[src/rtl/pattern_seq_detector.sv]
// rtl/pattern_seq_detector.sv - programmable symbol-sequence detector with saturating match counter
module pattern_seq_detector #(
    parameter int IN_W    = 3,
    parameter int DEPTH   = 4,
    parameter int CNT_W   = 8,
    parameter int OVERLAP = 1,
    localparam int IDX_W  = $clog2(DEPTH),
    localparam int LEN_W  = $clog2(DEPTH + 1)
) (
    input  logic             clk,
    input  logic             rst_n,
    input  logic             in_valid,
    input  logic [IN_W-1:0]  in_sym,
    input  logic             cfg_we,
    input  logic [IDX_W-1:0] cfg_idx,
    input  logic [IN_W-1:0]  cfg_sym,
    input  logic [LEN_W-1:0] cfg_len,
    input  logic             clr,
    output logic             match,
    output logic [CNT_W-1:0] match_cnt,
    output logic [LEN_W-1:0] fill,
    output logic             cfg_err
);

    logic [IN_W-1:0]  r_pat  [DEPTH];
    logic [IN_W-1:0]  r_hist [DEPTH];
    logic [LEN_W-1:0] r_len;
    logic [LEN_W-1:0] r_fill;
    logic [CNT_W-1:0] r_cnt;
    logic             r_match;
    logic             r_err;

    logic [IN_W-1:0]  w_hist_next [DEPTH];
    logic [LEN_W-1:0] w_fill_inc;
    logic [CNT_W-1:0] w_cnt_inc;
    logic             w_accept;
    logic             w_hit;
    logic             w_idx_ok;
    logic             w_len_ok;

    assign w_accept   = in_valid & ~cfg_we & ~clr;
    assign w_fill_inc = (r_fill == LEN_W'(DEPTH)) ? r_fill : r_fill + LEN_W'(1);
    assign w_cnt_inc  = (r_cnt == {CNT_W{1'b1}}) ? r_cnt : r_cnt + CNT_W'(1);
    assign w_idx_ok   = int'(cfg_idx) < DEPTH;
    assign w_len_ok   = (cfg_len != '0) && (int'(cfg_len) <= DEPTH);

    always_comb begin
        w_hist_next[0] = in_sym;
        for (int i = 1; i < DEPTH; i++) begin
            w_hist_next[i] = r_hist[i-1];
        end
    end

    // History position i (0 = newest) pairs with pattern slot len-1-i, i.e. i + j + 1 == len.
    always_comb begin
        w_hit = (w_fill_inc >= r_len);
        for (int i = 0; i < DEPTH; i++) begin
            for (int j = 0; j < DEPTH; j++) begin
                if (((i + j + 1) == int'(r_len)) && (w_hist_next[i] != r_pat[j])) begin
                    w_hit = 1'b0;
                end
            end
        end
    end

    always_ff @(posedge clk or negedge rst_n) begin
        if (!rst_n) begin
            for (int i = 0; i < DEPTH; i++) begin
                r_pat[i]  <= '0;
                r_hist[i] <= '0;
            end
            r_len   <= LEN_W'(DEPTH);
            r_fill  <= '0;
            r_cnt   <= '0;
            r_match <= 1'b0;
            r_err   <= 1'b0;
        end else if (clr) begin
            for (int i = 0; i < DEPTH; i++) begin
                r_hist[i] <= '0;
            end
            r_fill  <= '0;
            r_cnt   <= '0;
            r_match <= 1'b0;
            r_err   <= 1'b0;
        end else if (cfg_we) begin
            if (w_idx_ok) begin
                r_pat[cfg_idx] <= cfg_sym;
            end
            if (w_len_ok) begin
                r_len <= cfg_len;
            end
            if (!w_idx_ok || !w_len_ok) begin
                r_err <= 1'b1;
            end
            r_fill  <= '0;
            r_match <= 1'b0;
        end else if (w_accept) begin
            for (int i = 0; i < DEPTH; i++) begin
                r_hist[i] <= w_hist_next[i];
            end
            r_match <= w_hit;
            if (w_hit) begin
                r_cnt <= w_cnt_inc;
            end
            // Non-overlapping mode forgets everything seen once a match fires.
            r_fill <= (w_hit && (OVERLAP == 0)) ? '0 : w_fill_inc;
        end else begin
            r_match <= 1'b0;
        end
    end

    assign match     = r_match;
    assign match_cnt = r_cnt;
    assign fill      = r_fill;
    assign cfg_err   = r_err;

endmodule
[config.mk]
export PLATFORM = sky130hd
export DESIGN_NAME = pattern_seq_detector
export DESIGN_NICKNAME = d
export VERILOG_FILES = /design/src/rtl/pattern_seq_detector.sv
export SDC_FILE = /design/constraint.sdc
export NUM_CORES = 1
export LEC_CHECK = 0
export ABC_CLOCK_PERIOD_IN_PS = 3350
export CORE_UTILIZATION = 40
export CTS_BUF_LIST = sky130_fd_sc_hd__clkbuf_2
export DETAILED_ROUTE_END_ITERATION = 10
export DONT_BUFFER_PORTS = 1
export PLACE_DENSITY_LB_ADDON = 0.2
export SLEW_MARGIN = 20
export SYNTH_ARGS = -nofsm -noshare
export SYNTH_HDL_FRONTEND = slang
export SYNTH_SLANG_ARGS = --single-unit
[constraint.sdc]
create_clock -name clk -period 3.35 [get_ports clk]
set_input_delay 0.8375 -clock clk [delete_from_list [all_inputs] [get_ports clk]]
set_output_delay 0.8375 -clock clk [all_outputs]
set_load 0.02 [all_outputs]
==> metrics.csv, run 1 <==
stage,metric,value,unit
synth,YS warnings,0,
grt,global-route wire length before repair,8.99,mm
floorplan,Core Footprint,6030,sq um
min_path,worst hold path class,primary input to async pin,
cts,Max Buffers Root-to-Sink,2,
floorplan,Die X,81.6,microns
layout,area of the multi-input gates,1400,sq um
setup_path,worst path cell trace,inv_1 > ha_1 > nand2_1 > xnor2_1 > ha_1 > nand2b_1 > a211oi_1 > nor4_2 > nand3_1 > or4_1 > a21oi_1,
setup_path,Buf/Inv on CP,1,
route,WL met1,2.63,mm
setup_path,Setup crit start,fill[0],
setup_path,kind of start point of the critical path,register,
timing,Max Fclk,0.335,GHz
placement,DP HPWL,3.84,mm
placement,Post-Place Cell Area,2450,sq um
floorplan,Rows,28,
power,Peak VDD IR,0.206,mV
layout,Area Growth Syn to Fin,-1.78,%
run,max_cap viols,0,
timing,final slew viol count,0,
setup_path,signal arrival time at the worst endpoint,3.32,ns
timing,Final Cycle Share,89.1,%
layout,"commonest cells after routing, fill and taps aside","dfrtp_1 (36), xor2_1 (30), nand2_1 (29)",
timing,unrepaired setup endpoints after global routing,false,
grt,largest net degree at the start of global routing,38,
setup_path,Crit-path slowest cell,or4_1,
layout,# diodes,0,
synth,Post-Syn Instances,272,
placement,DP Worst Slack,0.374,ns
timing,Final Hold Fails,0,
floorplan,Die ar.,6660,sq um
route,number of DRC markers in iteration 0,113,
timing,min cycle time layout,2.99,ns
timing,endpoints failing setup,0,
setup_path,max incr delay on CP,0.61,ns
synth,syn nets,294,
layout,FF+latch area,927,sq um
grt,overall global routing resource usage,18.1,%
grt,initial antenna violation count,0,
floorplan,Boundary Pins,29,
layout,Finished Core Util,41.3,%
layout,share of cells above drive strength 1,10.8,%
route,met3 WL post-DR,176,microns
cts,Sink Count,37,
synth,register area share after synthesis,36.6,%
setup_path,WS Path Type,register to register,
timing,setup ws final,0.364,ns
route,max layer used,met4,
setup_path,crit-path leading delay family,simple AND/OR/NAND/NOR gates,
cts,post-cts repair resize count,0,
route,drt via density,5.41,
layout,"non-filler cells, final",324,
setup_path,crit-path most repeated cell,ha_1,
setup_path,Critical Path Fanout Max,14,
cts,Post CTS Setup Buffer Count,0,
route,WL final,5.36,mm
power,LEAKAGE,1.03,nW
placement,placed insts,316,
setup_path,CP endpoint kind,register,
route,# DRC,0,
floorplan,Initial Utilization,42.1,%
power,PD cells,410,nW/um^2
cts,CTS root buffer,clkbuf_2,
route,Initial DRT Pass Iterations,4,
timing,setup_tns,0,ns
route,via count,1752,
timing,worst slew pin tran,0.671,ns
synth,synthesized flop and latch total,37,
cts,CTS tree,built,
cts,cts bufs inserted,5,
grt,vias in the first global route,1687,
synth,post-synth cell types,37,
synth,Mean Syn Cell Area,9.32,sq um
synth,mapped cell area,2530,sq um
grt,GRT Residual Overflow,0,
layout,fill cell count,605,
layout,"commonest non-fill, non-tap cell in the layout",dfrtp_1,
timing,relative slew slack,55.2,%
setup_path,CP required,3.68,ns
cts,H-tree levels,2,
cts,hold buffer count at CTS,0,
placement,Port Buffers,0,
status,status,finished clean,
route,per-cell routed wire length,16.5,microns
cts,"Clk pin slew, worst setup/hold paths",0.19,ns
layout,nets,270,
layout,design area,2490,sq um
route,Routed Antenna Nets,0,
route,met2 routed WL,2.48,mm
cts,clk_lat worst skew,0.38,ns
timing,setup skew after layout,0.0152,ns
setup_path,Reg-to-Reg Start,fill[0],
placement,Final Wtd Congestion,0.863,
floorplan,Die Span Y,81.6,microns
## cell usage after synthesis
library cell,count,area (sq um)
inv_1,6,22.5
nor4_4,1,21.3
mux2_1,2,22.5
or3_1,2,12.5
o2111ai_1,1,8.76
buf_2,19,95.1
buf_4,1,7.51
a311o_1,1,10.0
a32o_2,1,11.3
nor2_1,15,56.3
xnor2_1,23,201
xor2_1,30,263
or4_1,4,30.0
o31ai_1,4,30.0
a41o_1,1,10.0
nand4_1,5,31.3
dfrtp_1,36,901
nand3_1,7,35.0
nand2_1,29,109
ha_1,6,75.1
mux2_2,12,135
a21oi_1,17,85.1
nor4_1,3,18.8
nor3_1,8,40.0
nand2b_1,3,18.8
and4_1,1,8.76
a211oi_1,1,7.51
clkbuf_1,7,26.3
a311oi_1,2,17.5
nor2b_1,4,25.0
dfstp_2,1,26.3
o21ai_0,6,30.0
nor4_2,4,50.1
mux2i_1,2,20.0
o32ai_1,1,8.76
buf_6,5,56.3
nor3b_1,1,7.51
## path summary, 6_finish.rpt
path,endpoint,slack (ns),cells after the start
setup / recovery,match_cnt[6],0.36,11
hold / removal,r_hist[11],0.11,0
setup reg to reg,match_cnt[6],0.36,11
hold reg to reg,r_len[1],0.61,2
max in group asynchronous,r_len[2],3.05,0
min in group clk,match_cnt[4],0.48,1
## report_power, final
group	internal, W	leakage, nW	switching [W]
Clock	0.0000560	0.0306	0.000146
Sequential	0.000489	0.478	0.0000925
Combinational	0.000130	0.518	0.000109
## cell families after synthesis
| group | after synthesis | share of synthesized area (%) |
|---|---|---|
| adders and majority gates | 6 | 2.96 |
| and+or+nand+nor | 87 | 18.3 |
| buffers and inverters | 38 | 8.19 |
| muxes | 16 | 7.01 |
| AOI/OAI and AO/OA | 35 | 8.64 |
| DFF | 37 | 36.6 |
| xor gates and xnor gates | 53 | 18.3 |
## worst reg2reg max path: stages (launching register included)
cell and delay [ns]:
dfrtp_1 0.55, inv_1 0.12, ha_1 0.23, nand2_1 0.09, xnor2_1 0.07, ha_1 0.27, nand2b_1 0.09, a211oi_1 0.09
nor4_2 0.26, nand3_1 0.41, or4_1 0.61, a21oi_1 0.14
## cell type report
type | count | area share, %
Timing Repair Buffer | 1 | 0.302
Clock buffer | 7 | 1.41
Clock inverter | 1 | 0.151
Tap cell | 75 | 3.77
Multi-Input combinational cell | 197 | 56.2
Sequential cell | 37 | 37.2
Inverter | 6 | 0.905
## layer usage
layer  track usage, %  vias up
met5                0        -
met1             26.1      842
met4             4.74        0
li1                 -      876
met3             3.89        7
met2             27.2       27
## flip-flops by register name, summed over array words and instances, names as in the netlist
register	flops
r_pat	12
r_hist	9
match_cnt	8
fill	3
r_len	3
cfg_err	1
match	1
## stage by stage
step	hold WS [ns]	total power [W]
4_1_cts	0.0812	0.00104
5_1_grt	0.0668	0.00109
6_report	0.115	0.00102
3_5_place_dp	0.543	0.000827
2_1_floorplan	0.525	0.000817
3_3_place_gp	0.543	0.000826
Note: power is estimated with default switching activity, not from simulation.
==> inputs of run 2 (changes only) <==
--- a/config.mk
+++ b/config.mk
@@ -6,6 +6,7 @@
 export NUM_CORES = 1
 export LEC_CHECK = 0
 export ABC_CLOCK_PERIOD_IN_PS = 3350
+export CAP_MARGIN = 20
 export CORE_UTILIZATION = 40
 export CTS_BUF_LIST = sky130_fd_sc_hd__clkbuf_2
 export DETAILED_ROUTE_END_ITERATION = 10
==> results of run 2 <==
No change in the layout: final DEF, timing and power equal those of run 1.
==> inputs of run 3 (changes only) <==
--- a/config.mk
+++ b/config.mk
@@ -7,10 +7,10 @@
 export LEC_CHECK = 0
 export ABC_CLOCK_PERIOD_IN_PS = 3350
 export CAP_MARGIN = 20
-export CORE_UTILIZATION = 40
+export CORE_UTILIZATION = 54
 export CTS_BUF_LIST = sky130_fd_sc_hd__clkbuf_2
 export DETAILED_ROUTE_END_ITERATION = 10
-export DONT_BUFFER_PORTS = 1
+export GPL_ROUTABILITY_DRIVEN = 0
 export PLACE_DENSITY_LB_ADDON = 0.2
 export SLEW_MARGIN = 20
 export SYNTH_ARGS = -nofsm -noshare
==> run 3 against run 2 <==
Net effect:
- sequential share of layout area shrank 3.6 points
- non-clock buffer count rose by 31
- worst setup slack gained 0.26 ns
- first-iteration DRC count increased by 5.3%
- count of clock-buffer cells in the layout shrank 1
- worst hold slack gained 0.41 ns
- routed wire length is 0.54% higher
- critical path type is now primary input to register
==> metrics.csv, run 3 (same netlist as run 1, synthesis figures left out) <==
stage,metric,value,unit,change
status,status,finished clean,,unchanged
layout,Largest Register,r_pat,,unchanged
cts,CTS tree,built,,unchanged
run,max_cap viols,0,,unchanged
layout,# diodes,0,,unchanged
cts,"Clk pin slew, worst setup/hold paths",0.18,ns,was 0.19 ns
route,Routed Antenna Nets,0,,unchanged
layout,Finished Core Util,62.0,%,was 41.3%
timing,Max Fclk,0.367,GHz,was 0.335 GHz
setup_path,kind of start point of the critical path,primary input,,was register
timing,setup skew after layout,0.0124,ns,was 0.0152 ns
setup_path,Crit-path slowest cell,clkdlybuf4s50_1,,was or4_1
min_path,worst hold path class,primary input to async pin,,unchanged
layout,max reg flops,12,,unchanged
power,Peak VDD IR,0.271,mV,was 0.206 mV
grt,largest net degree at the start of global routing,38,,unchanged
setup_path,Buf/Inv on CP,1,,unchanged
layout,share of cells above drive strength 1,10.8,%,about the same
timing,Final Cycle Share,81.3,%,was 89.1%
setup_path,crit-path leading delay family,simple AND/OR/NAND/NOR gates,,unchanged
route,# DRC,0,,unchanged
power,PD cells,385,nW/um^2,was 410 nW/um^2
route,drt via density,5.71,,was 5.41
setup_path,Reg2Reg Depth,12,,was 11
route,WL final,5.39,mm,was 5.36 mm
grt,overall global routing resource usage,23.9,%,was 18.1%
setup_path,CP required,3.63,ns,was 3.68 ns
route,number of DRC markers in iteration 0,119,,was 113
timing,setup_tns,0,ns,unchanged
layout,"non-filler cells, final",331,,was 324
layout,nets,301,,was 270
setup_path,WP depth,7,,was 11
floorplan,Rows,24,,was 28
floorplan,Die X,70.5,microns,was 81.6 microns
timing,worst slew pin tran,0.820,ns,was 0.671 ns
placement,placed insts,324,,was 316
layout,"commonest cells after routing, fill and taps aside","dfrtp_1 (36), xor2_1 (30), nand2_1 (29)",,unchanged
layout,fill cell count,393,,was 605
floorplan,Die ar.,4970,sq um,was 6660 sq um
floorplan,Boundary Pins,29,,unchanged
cts,cts bufs inserted,5,,unchanged
setup_path,CP endpoint kind,register,,unchanged
layout,"commonest non-fill, non-tap cell in the layout",dfrtp_1,,unchanged
placement,Port Buffers,28,,was 0
cts,Post CTS Setup Buffer Count,0,,unchanged
timing,final slew viol count,0,,unchanged
cts,hold buffer count at CTS,0,,unchanged
grt,initial antenna violation count,0,,unchanged
timing,relative slew slack,45.4,%,was 55.2%
setup_path,signal arrival time at the worst endpoint,3.01,ns,was 3.32 ns
setup_path,worst path cell trace,clkdlybuf4s50_1 > xor2_1 > nor4_1 > nand4_1 > a32o_2 > nor4_2 > mux2_1,,was inv_1 > ha_1 > nand2_1 > xnor2_1 > ha_1 > nand2b_1 > a211oi_1 > nor4_2 > nand3_1 > or4_1 > a21oi_1
setup_path,max incr delay on CP,0.53,ns,was 0.61 ns
cts,CTS root buffer,clkbuf_2,,unchanged
cts,clk_lat worst skew,0.38,ns,about the same
floorplan,Die Span Y,70.5,microns,was 81.6 microns
power,Total Power,0.00106,W,was 0.00102 W
floorplan,Core Footprint,4440,sq um,was 6030 sq um
grt,global-route wire length before repair,9.20,mm,was 8.99 mm
setup_path,WS Path Type,primary input to register,,was register to register
setup_path,Critical Path Fanout Max,15,,was 14
cts,Sink Count,37,,unchanged
grt,vias in the first global route,1859,,"was 1,687"
layout,Area Growth Syn to Fin,8.64,%,was -1.78%
grt,GRT Residual Overflow,0,,unchanged
timing,Final Hold Fails,0,,unchanged
floorplan,Initial Utilization,57.0,%,was 42.1%
route,Initial DRT Pass Iterations,4,,unchanged
power,LEAKAGE,1.14,nW,was 1.03 nW
route,via count,1890,,"was 1,752"
route,per-cell routed wire length,16.3,microns,was 16.5 microns
timing,unrepaired setup endpoints after global routing,false,,unchanged
cts,H-tree levels,2,,unchanged
timing,endpoints failing setup,0,,unchanged
cts,post-cts repair resize count,0,,unchanged
timing,WHS,0.522,ns,was 0.115 ns
placement,DP HPWL,3.95,mm,was 3.84 mm
cts,Max Buffers Root-to-Sink,2,,unchanged
timing,min cycle time layout,2.72,ns,was 2.99 ns
-- run 3: path summary, 6_finish.rpt --
path                       startpoint            to  slack, ns
min in group clk              cfg_err       cfg_err       0.54
max in group asynchronous       rst_n    r_hist[10]       2.32
hold reg to reg               cfg_err       cfg_err       0.54
hold / removal                  rst_n     r_hist[6]       0.52
setup reg to reg              fill[0]  match_cnt[5]       0.71
setup / recovery            in_sym[0]  match_cnt[5]       0.63
-- run 3: per-layer routing --
layer	wire (microns)	vias up	track usage (%)
met1	2690	920	33.7
met2	2420	37	37.8
li1	-	928	-
met4	57	0	7.48
met3	220	5	3.90
met5	0	-	0
-- run 3: area by class of cell --
| type | instances | area (sq um) | share of cell area (%) |
|---|---|---|---|
| clock buffer | 6 | 30.0 | 1.09 |
| tap | 52 | 65.1 | 2.36 |
| inverter | 6 | 22.5 | 0.818 |
| clock inverter | 1 | 3.75 | 0.136 |
| multi-input combinational | 197 | 1400 | 50.8 |
| timing repair buffer | 32 | 305 | 11.1 |
| sequential | 37 | 927 | 33.7 |
-- run 3: per-stage QoR --
stage                     worst slack (ns)  cell area (sq um)
final                                0.628               2750
after global routing                 0.479               2750
after CTS                            0.643               2750
after detailed placement             0.223               2720
after global placement               0.262               2720
after floorplan                      0.716               2530
-- run 3: where the power goes --
| part | switching [W] | internal, W |
|---|---|---|
| clock | 0.000140 | 0.0000487 |
| combinational | 0.000145 | 0.000149 |
| sequential | 0.0000889 | 0.000489 |
| total | 0.000373 | 0.000687 |
